`config.mk`:
```
export PLATFORM = sky130hd
export DESIGN_NAME = riscv_mem_port_arbiter_flat
export DESIGN_NICKNAME = d
export VERILOG_FILES = /design/src/rtl/riscv_mem_port_arbiter_if.sv /design/src/rtl/riscv_mem_port_arbiter.sv /design/src/flat_wrapper.sv
export SDC_FILE = /design/constraint.sdc
export NUM_CORES = 1
export LEC_CHECK = 0
export ABC_AREA = 0
export BUFFER_PORTS_ARGS = -buffer_cell sky130_fd_sc_hd__buf_2
export CAP_MARGIN = 40
export CORE_AREA = 2 2 166 168
export CTS_CLUSTER_SIZE = 24
export DETAILED_ROUTE_END_ITERATION = 10
export DIE_AREA = 0 0 168 170
export PLACE_DENSITY_LB_ADDON = 0.15
export SETUP_SLACK_MARGIN = 0.3
export SLEW_MARGIN = 20
export SYNTH_ARGS = -nofsm -noshare
export SYNTH_HDL_FRONTEND = slang
export SYNTH_SLANG_ARGS = --single-unit
```
`constraint.sdc`:
```
create_clock -name clk -period 2.4 [get_ports clk]
set_clock_uncertainty 0.1 [all_clocks]
set_input_delay 0.24 -clock clk [delete_from_list [all_inputs] [get_ports clk]]
set_output_delay 0.24 -clock clk [all_outputs]
set_load 0.005 [all_outputs]
```
`src/rtl/riscv_mem_port_arbiter_if.sv`:
```
// Bundle of every signal between the core-facing request/response streams
// and the single-port memory model.
//   slave  : the arbiter's view (request inputs, response outputs)
//   master : the environment's view (core + memory model)
// Request msg layout  : {type, addr[p_addr_sz], len[2], data[p_data_sz]}
// Response msg layout : {type, len[2], data[p_data_sz]}
interface riscv_mem_port_arbiter_if #(
  parameter int p_addr_sz         = 32,
  parameter int p_data_sz         = 32,
  parameter int p_max_outstanding = 4
);
  localparam int REQ_W  = 1 + p_addr_sz + 2 + p_data_sz;
  localparam int RESP_W = 1 + 2 + p_data_sz;
  localparam int CNT_W  = $clog2(p_max_outstanding) + 1;

  logic [REQ_W-1:0]  imemreq0_msg, imemreq1_msg, dmemreq_msg, memreq_msg;
  logic              imemreq0_val, imemreq1_val, dmemreq_val, memreq_val;
  logic              imemreq0_rdy, imemreq1_rdy, dmemreq_rdy, memreq_rdy;
  logic [RESP_W-1:0] imemresp0_msg, imemresp1_msg, dmemresp_msg, memresp_msg;
  logic              imemresp0_val, imemresp1_val, dmemresp_val, memresp_val;
  logic              imemresp0_rdy, imemresp1_rdy, dmemresp_rdy, memresp_rdy;
  logic              err_spurious;
  logic [CNT_W-1:0]  outstanding;

  modport slave (
    input  imemreq0_msg, imemreq0_val, imemreq1_msg, imemreq1_val,
           dmemreq_msg, dmemreq_val, memreq_rdy,
           imemresp0_rdy, imemresp1_rdy, dmemresp_rdy, memresp_msg, memresp_val,
    output imemreq0_rdy, imemreq1_rdy, dmemreq_rdy, memreq_msg, memreq_val,
           imemresp0_msg, imemresp0_val, imemresp1_msg, imemresp1_val,
           dmemresp_msg, dmemresp_val, memresp_rdy, err_spurious, outstanding
  );

  modport master (
    output imemreq0_msg, imemreq0_val, imemreq1_msg, imemreq1_val,
           dmemreq_msg, dmemreq_val, memreq_rdy,
           imemresp0_rdy, imemresp1_rdy, dmemresp_rdy, memresp_msg, memresp_val,
    input  imemreq0_rdy, imemreq1_rdy, dmemreq_rdy, memreq_msg, memreq_val,
           imemresp0_msg, imemresp0_val, imemresp1_msg, imemresp1_val,
           dmemresp_msg, dmemresp_val, memresp_rdy, err_spurious, outstanding
  );
endinterface

```
`src/rtl/riscv_mem_port_arbiter.sv`:
```
// Merges imem0 / imem1 / dmem request streams onto one single-port memory.
// Round-robin request arbitration; in-order responses are steered back to
// the requesting port using a FIFO of in-flight port tags.
// Ports:
//   clk    : clock
//   reset  : synchronous, active-low
//   io_bus : riscv_mem_port_arbiter_if.slave (request/response streams,
//            memory side, err_spurious sticky flag, outstanding count)
//
// Priority pointer FSM:
//   state | meaning
//   PRI_0 | scan order imem0, imem1, dmem
//   PRI_1 | scan order imem1, dmem, imem0
//   PRI_2 | scan order dmem, imem0, imem1
module riscv_mem_port_arbiter #(
  parameter int p_addr_sz         = 32,
  parameter int p_data_sz         = 32,
  parameter int p_max_outstanding = 4
) (
  input  logic                          clk,
  input  logic                          reset,
  riscv_mem_port_arbiter_if.slave       io_bus
);
  localparam int REQ_W = 1 + p_addr_sz + 2 + p_data_sz;
  localparam int PTR_W = $clog2(p_max_outstanding);
  localparam int CNT_W = PTR_W + 1;

  typedef enum logic [1:0] {PRI_0 = 2'd0, PRI_1 = 2'd1, PRI_2 = 2'd2} pri_e;

  pri_e             r_pri, w_pri_nxt;
  logic [1:0]       r_tags [p_max_outstanding];
  logic [PTR_W-1:0] r_wr_ptr, r_rd_ptr;
  logic [CNT_W-1:0] r_count;
  logic             r_err;

  logic [2:0]       w_req_val;
  logic [1:0]       w_winner, w_head;
  logic             w_any, w_full, w_empty, w_gnt_rdy;
  logic             w_req_fire, w_resp_fire, w_push, w_pop;
  logic [REQ_W-1:0] w_req_msg;

  assign w_req_val = {io_bus.dmemreq_val, io_bus.imemreq1_val, io_bus.imemreq0_val};
  assign w_any     = |w_req_val;
  assign w_full    = (r_count == CNT_W'(p_max_outstanding));
  assign w_empty   = (r_count == '0);
  assign w_head    = r_tags[r_rd_ptr];

  // Winner selection and pointer advance; pointer moves past the winner
  // only when the request actually fires.
  always_comb begin
    w_winner  = 2'd0;
    w_pri_nxt = r_pri;
    case (r_pri)
      PRI_0:   w_winner = w_req_val[0] ? 2'd0 : (w_req_val[1] ? 2'd1 : (w_req_val[2] ? 2'd2 : 2'd0));
      PRI_1:   w_winner = w_req_val[1] ? 2'd1 : (w_req_val[2] ? 2'd2 : (w_req_val[0] ? 2'd0 : 2'd1));
      PRI_2:   w_winner = w_req_val[2] ? 2'd2 : (w_req_val[0] ? 2'd0 : (w_req_val[1] ? 2'd1 : 2'd2));
      default: w_winner = 2'd0;
    endcase
    if (w_req_fire) begin
      case (w_winner)
        2'd0:    w_pri_nxt = PRI_1;
        2'd1:    w_pri_nxt = PRI_2;
        default: w_pri_nxt = PRI_0;
      endcase
    end
  end

  always_comb begin
    case (w_winner)
      2'd0:    w_req_msg = io_bus.imemreq0_msg;
      2'd1:    w_req_msg = io_bus.imemreq1_msg;
      default: w_req_msg = io_bus.dmemreq_msg;
    endcase
  end

  // Full is judged on registered occupancy, so a same-cycle pop never
  // opens a slot for a push.
  assign w_gnt_rdy           = w_any && io_bus.memreq_rdy && !w_full;
  assign io_bus.memreq_val   = w_any && !w_full;
  assign io_bus.memreq_msg   = w_req_msg;
  assign io_bus.imemreq0_rdy = w_gnt_rdy && (w_winner == 2'd0);
  assign io_bus.imemreq1_rdy = w_gnt_rdy && (w_winner == 2'd1);
  assign io_bus.dmemreq_rdy  = w_gnt_rdy && (w_winner == 2'd2);

  assign io_bus.imemresp0_val = io_bus.memresp_val && !w_empty && (w_head == 2'd0);
  assign io_bus.imemresp1_val = io_bus.memresp_val && !w_empty && (w_head == 2'd1);
  assign io_bus.dmemresp_val  = io_bus.memresp_val && !w_empty && (w_head == 2'd2);
  assign io_bus.imemresp0_msg = io_bus.memresp_msg;
  assign io_bus.imemresp1_msg = io_bus.memresp_msg;
  assign io_bus.dmemresp_msg  = io_bus.memresp_msg;

  // An empty FIFO always accepts so a stray response cannot wedge memory.
  always_comb begin
    if (w_empty) begin
      io_bus.memresp_rdy = 1'b1;
    end else begin
      case (w_head)
        2'd0:    io_bus.memresp_rdy = io_bus.imemresp0_rdy;
        2'd1:    io_bus.memresp_rdy = io_bus.imemresp1_rdy;
        2'd2:    io_bus.memresp_rdy = io_bus.dmemresp_rdy;
        default: io_bus.memresp_rdy = 1'b0;
      endcase
    end
  end

  assign w_req_fire  = io_bus.memreq_val && io_bus.memreq_rdy;
  assign w_resp_fire = io_bus.memresp_val && io_bus.memresp_rdy;
  assign w_push      = w_req_fire;
  assign w_pop       = w_resp_fire && !w_empty;

  assign io_bus.err_spurious = r_err;
  assign io_bus.outstanding  = r_count;

  always_ff @(posedge clk) begin
    if (!reset) begin
      r_pri    <= PRI_0;
      r_wr_ptr <= '0;
      r_rd_ptr <= '0;
      r_count  <= '0;
      r_err    <= 1'b0;
    end else begin
      r_pri <= w_pri_nxt;
      if (w_push) r_wr_ptr <= r_wr_ptr + 1'b1;
      if (w_pop)  r_rd_ptr <= r_rd_ptr + 1'b1;
      case ({w_push, w_pop})
        2'b10:   r_count <= r_count + 1'b1;
        2'b01:   r_count <= r_count - 1'b1;
        default: r_count <= r_count;
      endcase
      if (w_resp_fire && w_empty) r_err <= 1'b1;
    end
  end

  // Tag storage needs no reset; occupancy alone defines which entries are live.
  always_ff @(posedge clk) begin
    if (reset && w_push) r_tags[r_wr_ptr] <= w_winner;
  end
endmodule

```
`src/flat_wrapper.sv`:
```
// flat-port wrapper written by rule: the top's interface ports become plain ports
module riscv_mem_port_arbiter_flat 
#(
  parameter int p_addr_sz         = 32,
  parameter int p_data_sz         = 32,
  parameter int p_max_outstanding = 4
)
  (clk, reset, io_bus_imemreq0_msg, io_bus_imemreq0_val, io_bus_imemreq1_msg, io_bus_imemreq1_val, io_bus_dmemreq_msg, io_bus_dmemreq_val, io_bus_memreq_rdy, io_bus_imemresp0_rdy, io_bus_imemresp1_rdy, io_bus_dmemresp_rdy, io_bus_memresp_msg, io_bus_memresp_val, io_bus_imemreq0_rdy, io_bus_imemreq1_rdy, io_bus_dmemreq_rdy, io_bus_memreq_msg, io_bus_memreq_val, io_bus_imemresp0_msg, io_bus_imemresp0_val, io_bus_imemresp1_msg, io_bus_imemresp1_val, io_bus_dmemresp_msg, io_bus_dmemresp_val, io_bus_memresp_rdy, io_bus_err_spurious, io_bus_outstanding);
  riscv_mem_port_arbiter_if #(.p_addr_sz(p_addr_sz), .p_data_sz(p_data_sz), .p_max_outstanding(p_max_outstanding)) io_bus_i ();
  input  logic clk;
  input  logic reset;
  input wire logic [$bits(io_bus_i.imemreq0_msg)-1:0] io_bus_imemreq0_msg;
  input wire logic [$bits(io_bus_i.imemreq0_val)-1:0] io_bus_imemreq0_val;
  input wire logic [$bits(io_bus_i.imemreq1_msg)-1:0] io_bus_imemreq1_msg;
  input wire logic [$bits(io_bus_i.imemreq1_val)-1:0] io_bus_imemreq1_val;
  input wire logic [$bits(io_bus_i.dmemreq_msg)-1:0] io_bus_dmemreq_msg;
  input wire logic [$bits(io_bus_i.dmemreq_val)-1:0] io_bus_dmemreq_val;
  input wire logic [$bits(io_bus_i.memreq_rdy)-1:0] io_bus_memreq_rdy;
  input wire logic [$bits(io_bus_i.imemresp0_rdy)-1:0] io_bus_imemresp0_rdy;
  input wire logic [$bits(io_bus_i.imemresp1_rdy)-1:0] io_bus_imemresp1_rdy;
  input wire logic [$bits(io_bus_i.dmemresp_rdy)-1:0] io_bus_dmemresp_rdy;
  input wire logic [$bits(io_bus_i.memresp_msg)-1:0] io_bus_memresp_msg;
  input wire logic [$bits(io_bus_i.memresp_val)-1:0] io_bus_memresp_val;
  output wire logic [$bits(io_bus_i.imemreq0_rdy)-1:0] io_bus_imemreq0_rdy;
  output wire logic [$bits(io_bus_i.imemreq1_rdy)-1:0] io_bus_imemreq1_rdy;
  output wire logic [$bits(io_bus_i.dmemreq_rdy)-1:0] io_bus_dmemreq_rdy;
  output wire logic [$bits(io_bus_i.memreq_msg)-1:0] io_bus_memreq_msg;
  output wire logic [$bits(io_bus_i.memreq_val)-1:0] io_bus_memreq_val;
  output wire logic [$bits(io_bus_i.imemresp0_msg)-1:0] io_bus_imemresp0_msg;
  output wire logic [$bits(io_bus_i.imemresp0_val)-1:0] io_bus_imemresp0_val;
  output wire logic [$bits(io_bus_i.imemresp1_msg)-1:0] io_bus_imemresp1_msg;
  output wire logic [$bits(io_bus_i.imemresp1_val)-1:0] io_bus_imemresp1_val;
  output wire logic [$bits(io_bus_i.dmemresp_msg)-1:0] io_bus_dmemresp_msg;
  output wire logic [$bits(io_bus_i.dmemresp_val)-1:0] io_bus_dmemresp_val;
  output wire logic [$bits(io_bus_i.memresp_rdy)-1:0] io_bus_memresp_rdy;
  output wire logic [$bits(io_bus_i.err_spurious)-1:0] io_bus_err_spurious;
  output wire logic [$bits(io_bus_i.outstanding)-1:0] io_bus_outstanding;
  assign io_bus_i.imemreq0_msg = io_bus_imemreq0_msg;
  assign io_bus_i.imemreq0_val = io_bus_imemreq0_val;
  assign io_bus_i.imemreq1_msg = io_bus_imemreq1_msg;
  assign io_bus_i.imemreq1_val = io_bus_imemreq1_val;
  assign io_bus_i.dmemreq_msg = io_bus_dmemreq_msg;
  assign io_bus_i.dmemreq_val = io_bus_dmemreq_val;
  assign io_bus_i.memreq_rdy = io_bus_memreq_rdy;
  assign io_bus_i.imemresp0_rdy = io_bus_imemresp0_rdy;
  assign io_bus_i.imemresp1_rdy = io_bus_imemresp1_rdy;
  assign io_bus_i.dmemresp_rdy = io_bus_dmemresp_rdy;
  assign io_bus_i.memresp_msg = io_bus_memresp_msg;
  assign io_bus_i.memresp_val = io_bus_memresp_val;
  assign io_bus_imemreq0_rdy = io_bus_i.imemreq0_rdy;
  assign io_bus_imemreq1_rdy = io_bus_i.imemreq1_rdy;
  assign io_bus_dmemreq_rdy = io_bus_i.dmemreq_rdy;
  assign io_bus_memreq_msg = io_bus_i.memreq_msg;
  assign io_bus_memreq_val = io_bus_i.memreq_val;
  assign io_bus_imemresp0_msg = io_bus_i.imemresp0_msg;
  assign io_bus_imemresp0_val = io_bus_i.imemresp0_val;
  assign io_bus_imemresp1_msg = io_bus_i.imemresp1_msg;
  assign io_bus_imemresp1_val = io_bus_i.imemresp1_val;
  assign io_bus_dmemresp_msg = io_bus_i.dmemresp_msg;
  assign io_bus_dmemresp_val = io_bus_i.dmemresp_val;
  assign io_bus_memresp_rdy = io_bus_i.memresp_rdy;
  assign io_bus_err_spurious = io_bus_i.err_spurious;
  assign io_bus_outstanding = io_bus_i.outstanding;
  riscv_mem_port_arbiter #(.p_addr_sz(p_addr_sz), .p_data_sz(p_data_sz), .p_max_outstanding(p_max_outstanding)) u_core (.clk(clk), .reset(reset), .io_bus(io_bus_i));
endmodule
```
==> flow_summary.ini, run 1 <==
[setup_path]
worstPathArrival_ps = 2660
ff2ff_path_depth = 9
end_kind = flip-flop
regToRegSetupSlack_ps = -170
r2r-end = u_core.io_bus.outstanding[2]
crit_type = reg2reg
cp_data_required_time_ps = 2490
endpoint = u_core.io_bus.outstanding[2]
startpoint_type = flip-flop
cp_max_fo = 3
cp.depth = 9
cp_slowest_cell = mux4_2
cpPeakStageDelay_ps = 560
cp_num_buf_inv = 1
path_cells = mux4_2 -> nand3b_4 -> o22ai_4 -> ha_4 -> inv_2 -> fa_2 -> xor2_1 -> or3_1 -> a21boi_1
critical-path-top-delay-family = multiplexers

[placement]
gp_congestion = 0.704
hpwl_um = 11700
place.port_buffers = 289

[status]
status = complete, but fails checks
violations = negative setup slack

[logic_synthesis]
synth_area_leader_cell = buf_4
yosys_warnings = 0
synth_edf_count = 8
synthAdderAreaFrac = 0.0272
synth.most_common_cell = buf_4
ys_async_sr_fraction = 0
yosys.area_share.simple = 0.0775
synth-xor-area-share = 0.0115
synthDistinctLibCells = 39
synth_area_leaders = buf_4 (26%), a22o_1 (19%), a21o_1 (17%)
netlist_instances = 359
synth_fp_nets = 611
synth_compound_area_frac = 0.394
synth_top_family_by_area = compound AO/OA/AOI/OAI gates
ys_seq_area_frac = 0.158
ys.flop_type = dfxtp_1
synth_mux_area_frac = 0.0214
avgSynthCellArea_um2 = 8.45
syn-cell-area_um2 = 3030
synth-seq-cells = 20
synthTopCellsByCount = buf_4 (106), a21o_1 (67), a22o_1 (67), dfxtp_1 (12), clkbuf_1 (11)
synth_top_area_share = 0.262

[sta]
finalMaxSlewViolations = 0
max_freq_mhz = 389
finalSetupTns_ps = -177
rsz0062_at_grt = true
period_minus_slack_ps = 2570
worst_pin_slew_ps = 360
layout_setup_ws_ps = -171
slew_headroom = 0.758
setup_viol = 2
hold_violations = 0
timing.final.crit_share = 1.07

[drt]
antenna_left = 0
drt_iter0_drc = 67
vias = 3457
drt_wl_total_um = 17400
routedWlPerCell_um = 18.9
vias_per_cell = 3.76
dr.pass1.iters = 4
drc = 0

[cells_and_area]
area_delta_synth_final_pct = 72.6
multiInputGateArea_um2 = 1720
fillers = 3014
nets = 829
drive_gt1_frac = 0.642
final_util = 0.197
seq_area_um2 = 485

[clocking]
clk-insertion-delay-late_ps = 250
htree_levels = 1
cts_hold_buf = 0
cts-buffers-inserted = 3
cts_max_path_buffers = 2
cts_tree = yes
clock_sink_count = 20
clkSlewWorstSetupHoldPaths_ps = 60
cts_root_buffer = clkbuf_16

[min_path]
hold_path.class = in2reg

[floorplanning]
rows = 60
core_um2 = 26700
die-area_um2 = 28600
ios = 430
die_h_um = 170
fp.dieW_um = 168
start_util = 0.114

[power_and_ir_drop]
p_leak_nw = 2.85
power_density_nw_per_um2 = 519
vdd_drop_max_mv = 0.221

[run]
cap_violations = 0

[global_routing]
track_usage = 0.111
grt_pass1_wl_um = 23300
grt_pass1_vias = 3425
grt_overflow = 0
antenna_found_initial = 2
grt_max_degree = 38
==> through the flow <==
step                area, um2  worst slack, ps  std cells  hold WS, ps  total power, mW
floorplan                3060             -159        359          293             1.20
global placement         4220             -143        876          376             1.71
detailed placement       4220             -165        876          372             1.70
CTS                      5140             -178        911          153             2.76
global route             5240             -261        919          213             2.91
finish                   5240             -171        919          157             2.72
==> cell families (layout without fill, tap and decap cells) <==
group,count (synthesis),after routing
AO/OA/AOI/OAI,150,150
XOR/XNOR,4,4
adder cells (fa/ha/maj),6,6
buffers and inverters,136,353
flip-flops,20,20
multiplexers,4,4
other,0,2
AND/OR/NAND/NOR,39,39
==> worst register-to-register path: stages, from the launching register on <==
cell and delay [ps]:
dfxtp_2 350, mux4_2 560, nand3b_4 200, o22ai_4 190
ha_4 160, inv_2 40, fa_2 340, xor2_1 150
or3_1 310, a21boi_1 120
==> final cells by class <==
class / count / share of cell area
sequential: 20 / 0.0927
antenna: 2 / 0.000956
multi-input combinational: 203 / 0.328
clock buffer: 3 / 0.0143
inverter: 8 / 0.00573
timing repair buffer: 341 / 0.472
tap: 341 / 0.0815
clock inverter: 1 / 0.00573
==> worst min-delay path by stage <==
stage                            start                           end  slack, ps  cells past startpoint
floorplan                        reset  u_core.io_bus.outstanding[2]        290                      1
global placement    u_core.r_rd_ptr[1]                     flip-flop        380                      2
detailed placement  u_core.r_rd_ptr[1]                     flip-flop        370                      2
CTS                 io_bus_memresp_val    u_core.io_bus.err_spurious        150                      3
global route        io_bus_memresp_val    u_core.io_bus.err_spurious        210                      3
finish              io_bus_memresp_val    u_core.io_bus.err_spurious        160                      3
==> report_power, final <==
group | internal [mW] | total [mW] | switching [mW] | leakage, nW
logic | 1.07 | 1.83 | 0.768 | 2.62
clock network | 0.331 | 0.462 | 0.131 | 0.0511
registers | 0.390 | 0.421 | 0.0305 | 0.174
==> cells in the final DEF (no fill, tap or decap), types with 2 or more instances in the layout <==
master	count
buf_16	17
a21oi_1	2
and3_1	4
xnor2_1	3
a22o_1	67
dfxtp_2	4
buf_8	3
buf_2	278
clkbuf_16	3
a21o_4	2
o21ai_0	4
nand2_1	5
mux4_2	2
a21o_1	65
inv_1	7
ha_1	4
edfxtp_1	8
nor2_4	3
buf_6	18
nor2_1	2
o21ai_4	2
buf_4	11
nor3_1	2
diode_2	2
and2_1	8
nand2b_1	2
buf_12	14
nor2b_1	3
dfxtp_1	8
==> state kept, by name, summed over array words and instances, names as in the netlist, named ones only <==
name / cells
u_core.r_tags: 8
u_core.r_wr_ptr: 2
u_core.r_rd_ptr: 2
u_core.io_bus.err_spurious: 1
u_core.io_bus.outstanding: 3
u_core.r_pri: 2
==> repair_timing <==
item	in CTS	in global routing
resized for setup	52	9
endpoints found under the hold margin	0	0
setup buffers	14	6
gates cloned	17	0
pin swaps	81	12
setup endpoints to repair	73	80
==> layer usage <==
metal,wire (um),share of wire,track usage
met1,6680,0.38,0.126
met2,9100,0.52,0.217
met3,1290,0.074,0.0237
met4,335,0.019,0.0170
met5,0,0,0
(Power assumes the default switching activity.)
==> run 2: changes to the inputs <==
==> constraint.sdc (replaced) <==
create_clock -name clk -period 2.4 [get_ports clk]
set_clock_uncertainty 0.1 [all_clocks]
set_input_delay 0.48 -clock clk [delete_from_list [all_inputs] [get_ports clk]]
set_output_delay 0.48 -clock clk [all_outputs]
set_load 0.005 [all_outputs]
==> flow_summary.ini, run 2 (synthesis results as in run 1) <==
[drt]
drt_wl_total_um = 15800
antenna_left = 0
vias = 3371
drt_iter0_drc = 88
vias_per_cell = 3.66
dr.pass1.iters = 4
routedWlPerCell_um = 17.2
drc = 0

[run]
cap_violations = 0

[clocking]
clkSlewWorstSetupHoldPaths_ps = 50
cts-buffers-inserted = 3
cts_tree = yes
cts_root_buffer = clkbuf_16
htree_levels = 1
cts_max_path_buffers = 2
clock_sink_count = 20
clk-insertion-delay-late_ps = 250

[floorplanning]
ios = 430
fp.dieW_um = 168
core_um2 = 26700
start_util = 0.114
die_h_um = 170
die-area_um2 = 28600
rows = 60

[cells_and_area]
nets = 832
drive_gt1_frac = 0.641
diodes = 0
final_util = 0.188
layout_common_cells = buf_2 (279), a22o_1 (67), a21o_1 (67)
mostFrequentLayoutCell = buf_2
fillers = 3028
area_delta_synth_final_pct = 65.5
seq_area_um2 = 488
multiInputGateArea_um2 = 1720
largest-register = u_core.r_tags
largest_reg_flops = 8

[power_and_ir_drop]
power_density_nw_per_um2 = 468
vdd_drop_max_mv = 0.190
p_leak_nw = 2.78

[status]
violations = negative setup slack
status = complete, but fails checks

[sta]
worst_pin_slew_ps = 389
period_minus_slack_ps = 2650
finalMaxSlewViolations = 0
rsz0062_at_grt = true
layout_setup_ws_ps = -248
setup_viol = 73
hold_violations = 0
fin_hold_ws_ps = 384
max_freq_mhz = 378
timing.final.crit_share = 1.10
slew_headroom = 0.739

[setup_path]
critical-path-top-delay-family = buffers and inverters
cp_data_required_time_ps = 1820
end_kind = output port
path_cells = buf_8 -> or4b_4 -> o21ai_4 -> buf_12 -> nor2_4 -> buf_12 -> buf_12 -> a21o_1 -> buf_2
worstPathArrival_ps = 2070
crit_top_cell = buf_12
startpoint_type = input pin
cp_num_buf_inv = 5
regToRegSetupSlack_ps = -170
cp_max_fo = 12
r2r-end = u_core.io_bus.outstanding[2]
crit_type = in2out
cp_slowest_cell = or4b_4
cpPeakStageDelay_ps = 540
ff2ff_path_depth = 9

[global_routing]
grt_overflow = 0
track_usage = 0.0964
grt_pass1_wl_um = 21000
antenna_found_initial = 0
grt_pass1_vias = 3237
grt_max_degree = 35

[min_path]
hold_path.class = reg2reg
min_to = u_core.io_bus.err_spurious
min_from = u_core.io_bus.err_spurious
holdPathStages = 2

[placement]
place.port_buffers = 289
hpwl_um = 12600
gp_congestion = 0.725
## run 2: power by group
part / switching (mW) / leakage (nW) / internal (mW) / total, mW
registers: 0.0290 / 0.173 / 0.388 / 0.417
logic: 0.673 / 2.57 / 0.912 / 1.58
clock network: 0.121 / 0.0382 / 0.226 / 0.347
## run 2: how the worst max path moves through the flow
stage                                         endpoint  slack [ps]  cells after the start                 from
after floorplan           u_core.io_bus.outstanding[2]        -160                      9            flip-flop
after global placement           io_bus_memreq_msg[32]        -260                      7  io_bus_imemreq0_val
after detailed placement         io_bus_memreq_msg[32]        -280                      7  io_bus_imemreq0_val
after CTS                        io_bus_memreq_msg[32]        -210                      6      u_core.r_pri[0]
after global routing      u_core.io_bus.outstanding[2]        -280                      9            flip-flop
final                            io_bus_memreq_msg[28]        -250                      9   io_bus_dmemreq_val
## run 2: what timing repair did
item | CTS | global route
setup endpoints to repair | 76 | 77
buffers inserted | 10 | 9
hold buffers | 0 | 0
gates resized for setup | 13 | 38
pin swaps | 1 | 43
cloned | 2 | 6
## run 2: final cells by class
class | count | area share
Multi-Input combinational cell | 203 | 0.342
Sequential cell | 20 | 0.0972
Inverter | 8 | 0.00598
Timing Repair Buffer | 344 | 0.454
Clock buffer | 4 | 0.0157
Tap cell | 341 | 0.0850
## run 2: tightest hold or removal path, delay by kind of cell, from the launching register on
kind | cells | cell delay (ps)
AO/OA/AOI/OAI | 1 | 40
flip-flops | 1 | 320
AND/OR/NAND/NOR | 1 | 90
## run 2: stage by stage
step	power (mW)	worst slack [ps]	TNS (ps)	area (um2)	std cells
5_1_grt	2.54	-279	-16030	5020	920
4_1_cts	2.22	-210	-11830	4630	905
3_3_place_gp	1.79	-260	-10550	4380	889
3_5_place_dp	1.77	-280	-11090	4380	889
6_report	2.35	-248	-12870	5020	920
2_1_floorplan	1.24	-159	-174	3150	359
## run 2: metal layers
metal,vias to the layer above,global-route usage,routed length [um]
li1,1645,-,-
met1,1509,0.123,6770
met2,210,0.171,7900
met3,7,0.0191,1040
met4,0,0.0144,84
met5,-,0,0
==> run 3: changes to the inputs <==
Settings changed: PLACE_DENSITY from default to 0.35, PLACE_DENSITY_LB_ADDON 0.15 to default.
==> flow_summary.ini, run 3 (synthesis results as in run 1) <==
[sta]
worst_pin_slew_ps = 397
finalMaxSlewViolations = 0
timing.final.crit_share = 1.09
rsz0062_at_grt = true
max_freq_mhz = 381
hold_violations = 0
setup_viol = 73
layout_setup_ws_ps = -227
fin_hold_ws_ps = 381
slew_headroom = 0.733
period_minus_slack_ps = 2630

[floorplanning]
start_util = 0.114
die-area_um2 = 28600
rows = 60
die_h_um = 170
core_um2 = 26700
ios = 430
fp.dieW_um = 168

[status]
status = complete, but fails checks
violations = negative setup slack

[setup_path]
cp_max_fo = 8
worstPathArrival_ps = 2050
cpPeakStageDelay_ps = 540
crit_type = in2out
cp_slowest_cell = or4b_4
startpoint_type = input pin
cp_data_required_time_ps = 1820
end_kind = output port
crit_top_cell = buf_12
path_cells = buf_8 -> or4b_4 -> o21ai_4 -> buf_12 -> buf_12 -> buf_16 -> a22o_1 -> a21o_1 -> buf_2
ff2ff_path_depth = 9

[cells_and_area]
diodes = 0
postLayoutCellArea_um2 = 5190
nets = 831
mostFrequentLayoutCell = buf_2
final_util = 0.195
finalNonFillerCells = 919
drive_gt1_frac = 0.649
area_delta_synth_final_pct = 70.9
largest_reg_flops = 8
layout_common_cells = buf_2 (279), a21o_1 (67), a22o_1 (63)
largest-register = u_core.r_tags

[run]
cap_violations = 0

[power_and_ir_drop]
p_leak_nw = 2.84
power_density_nw_per_um2 = 504
vdd_drop_max_mv = 0.199

[global_routing]
grt_pass1_wl_um = 22900
grt_pass1_vias = 3475
antenna_found_initial = 0
grt_overflow = 0
track_usage = 0.107
grt_max_degree = 34

[clocking]
clk-insertion-delay-late_ps = 250
cts_root_buffer = clkbuf_16
cts_tree = yes
clock_sink_count = 20
cts-buffers-inserted = 3
cts_max_path_buffers = 2
clkSlewWorstSetupHoldPaths_ps = 60
htree_levels = 1

[min_path]
holdPathStages = 2
hold_path.class = reg2reg

[drt]
vias_per_cell = 3.73
drc = 0
drt_wl_total_um = 17100
vias = 3430
dr.pass1.iters = 4
routedWlPerCell_um = 18.6
antenna_left = 0
drt_iter0_drc = 98

[placement]
placed_cells = 886
hpwl_um = 13100
placed_cell_area_um2 = 4330
place.port_buffers = 289
gp_congestion = 0.725
dp_slack_ps = -294
-- run 3: changes by cell type in the layout (fill, tap and decap cells not counted), sizes merged --
| cell | before | now |
|---|---|---|
| clkbuf | 10 | 6 |
| buf | 338 | 340 |
| bufinv | 0 | 1 |
-- run 3: metrics by stage --
stage | power [mW] | setup TNS [ps]
6_report | 2.62 | -11770
5_1_grt | 2.80 | -16060
3_3_place_gp | 1.76 | -12110
4_1_cts | 2.55 | -11820
2_1_floorplan | 1.24 | -174
3_5_place_dp | 1.76 | -11620
-- run 3: path summary, 6_finish.rpt --
path / slack, ps / end / from
setup / recovery: -230 / io_bus_memreq_msg[50] / io_bus_dmemreq_val
setup reg to reg: -190 / u_core.io_bus.outstanding[2] / flip-flop
hold / removal: 380 / flip-flop / u_core.r_rd_ptr[1]
hold reg to reg: 380 / flip-flop / u_core.r_rd_ptr[1]
-- run 3: cell type report --
cell class / count / area, um2
Clock buffer: 3 / 75.1
Clock inverter: 1 / 30.0
Fill cell: 2993 / 21500
Inverter: 8 / 30.0
Multi-Input combinational cell: 203 / 1770
Sequential cell: 20 / 485
Tap cell: 341 / 427
Timing Repair Buffer: 343 / 2370
-- run 3: timing repair --
action                     in CTS  in global routing
setup endpoints to repair      76                 78
gates resized for setup        46                 19
buffers inserted               13                  5
pin swaps                      28                 36
hold buffers                    0                  0
cloned                          8                  3
-- run 3: layer usage --
| metal | up-vias | global-route usage | routed length (um) |
|---|---|---|---|
| met5 | - | 0 | 0 |
| met2 | 235 | 0.199 | 8590 |
| met4 | 0 | 0.0106 | 57 |
| met3 | 7 | 0.0233 | 1290 |
| li1 | 1646 | - | - |
| met1 | 1542 | 0.131 | 7140 |
-- run 3: critical path, delay by kind of cell --
kind / cells / cell delay [ps]
buf+inv: 5 / 650
simple gates: 1 / 540
compound gates: 3 / 360
-- run 3: where the power goes --
part,switching (mW),total (mW),internal [mW],leakage [nW]
clock network,0.126,0.457,0.331,0.0511
logic,0.741,1.74,1.00,2.62
registers,0.0296,0.418,0.388,0.173
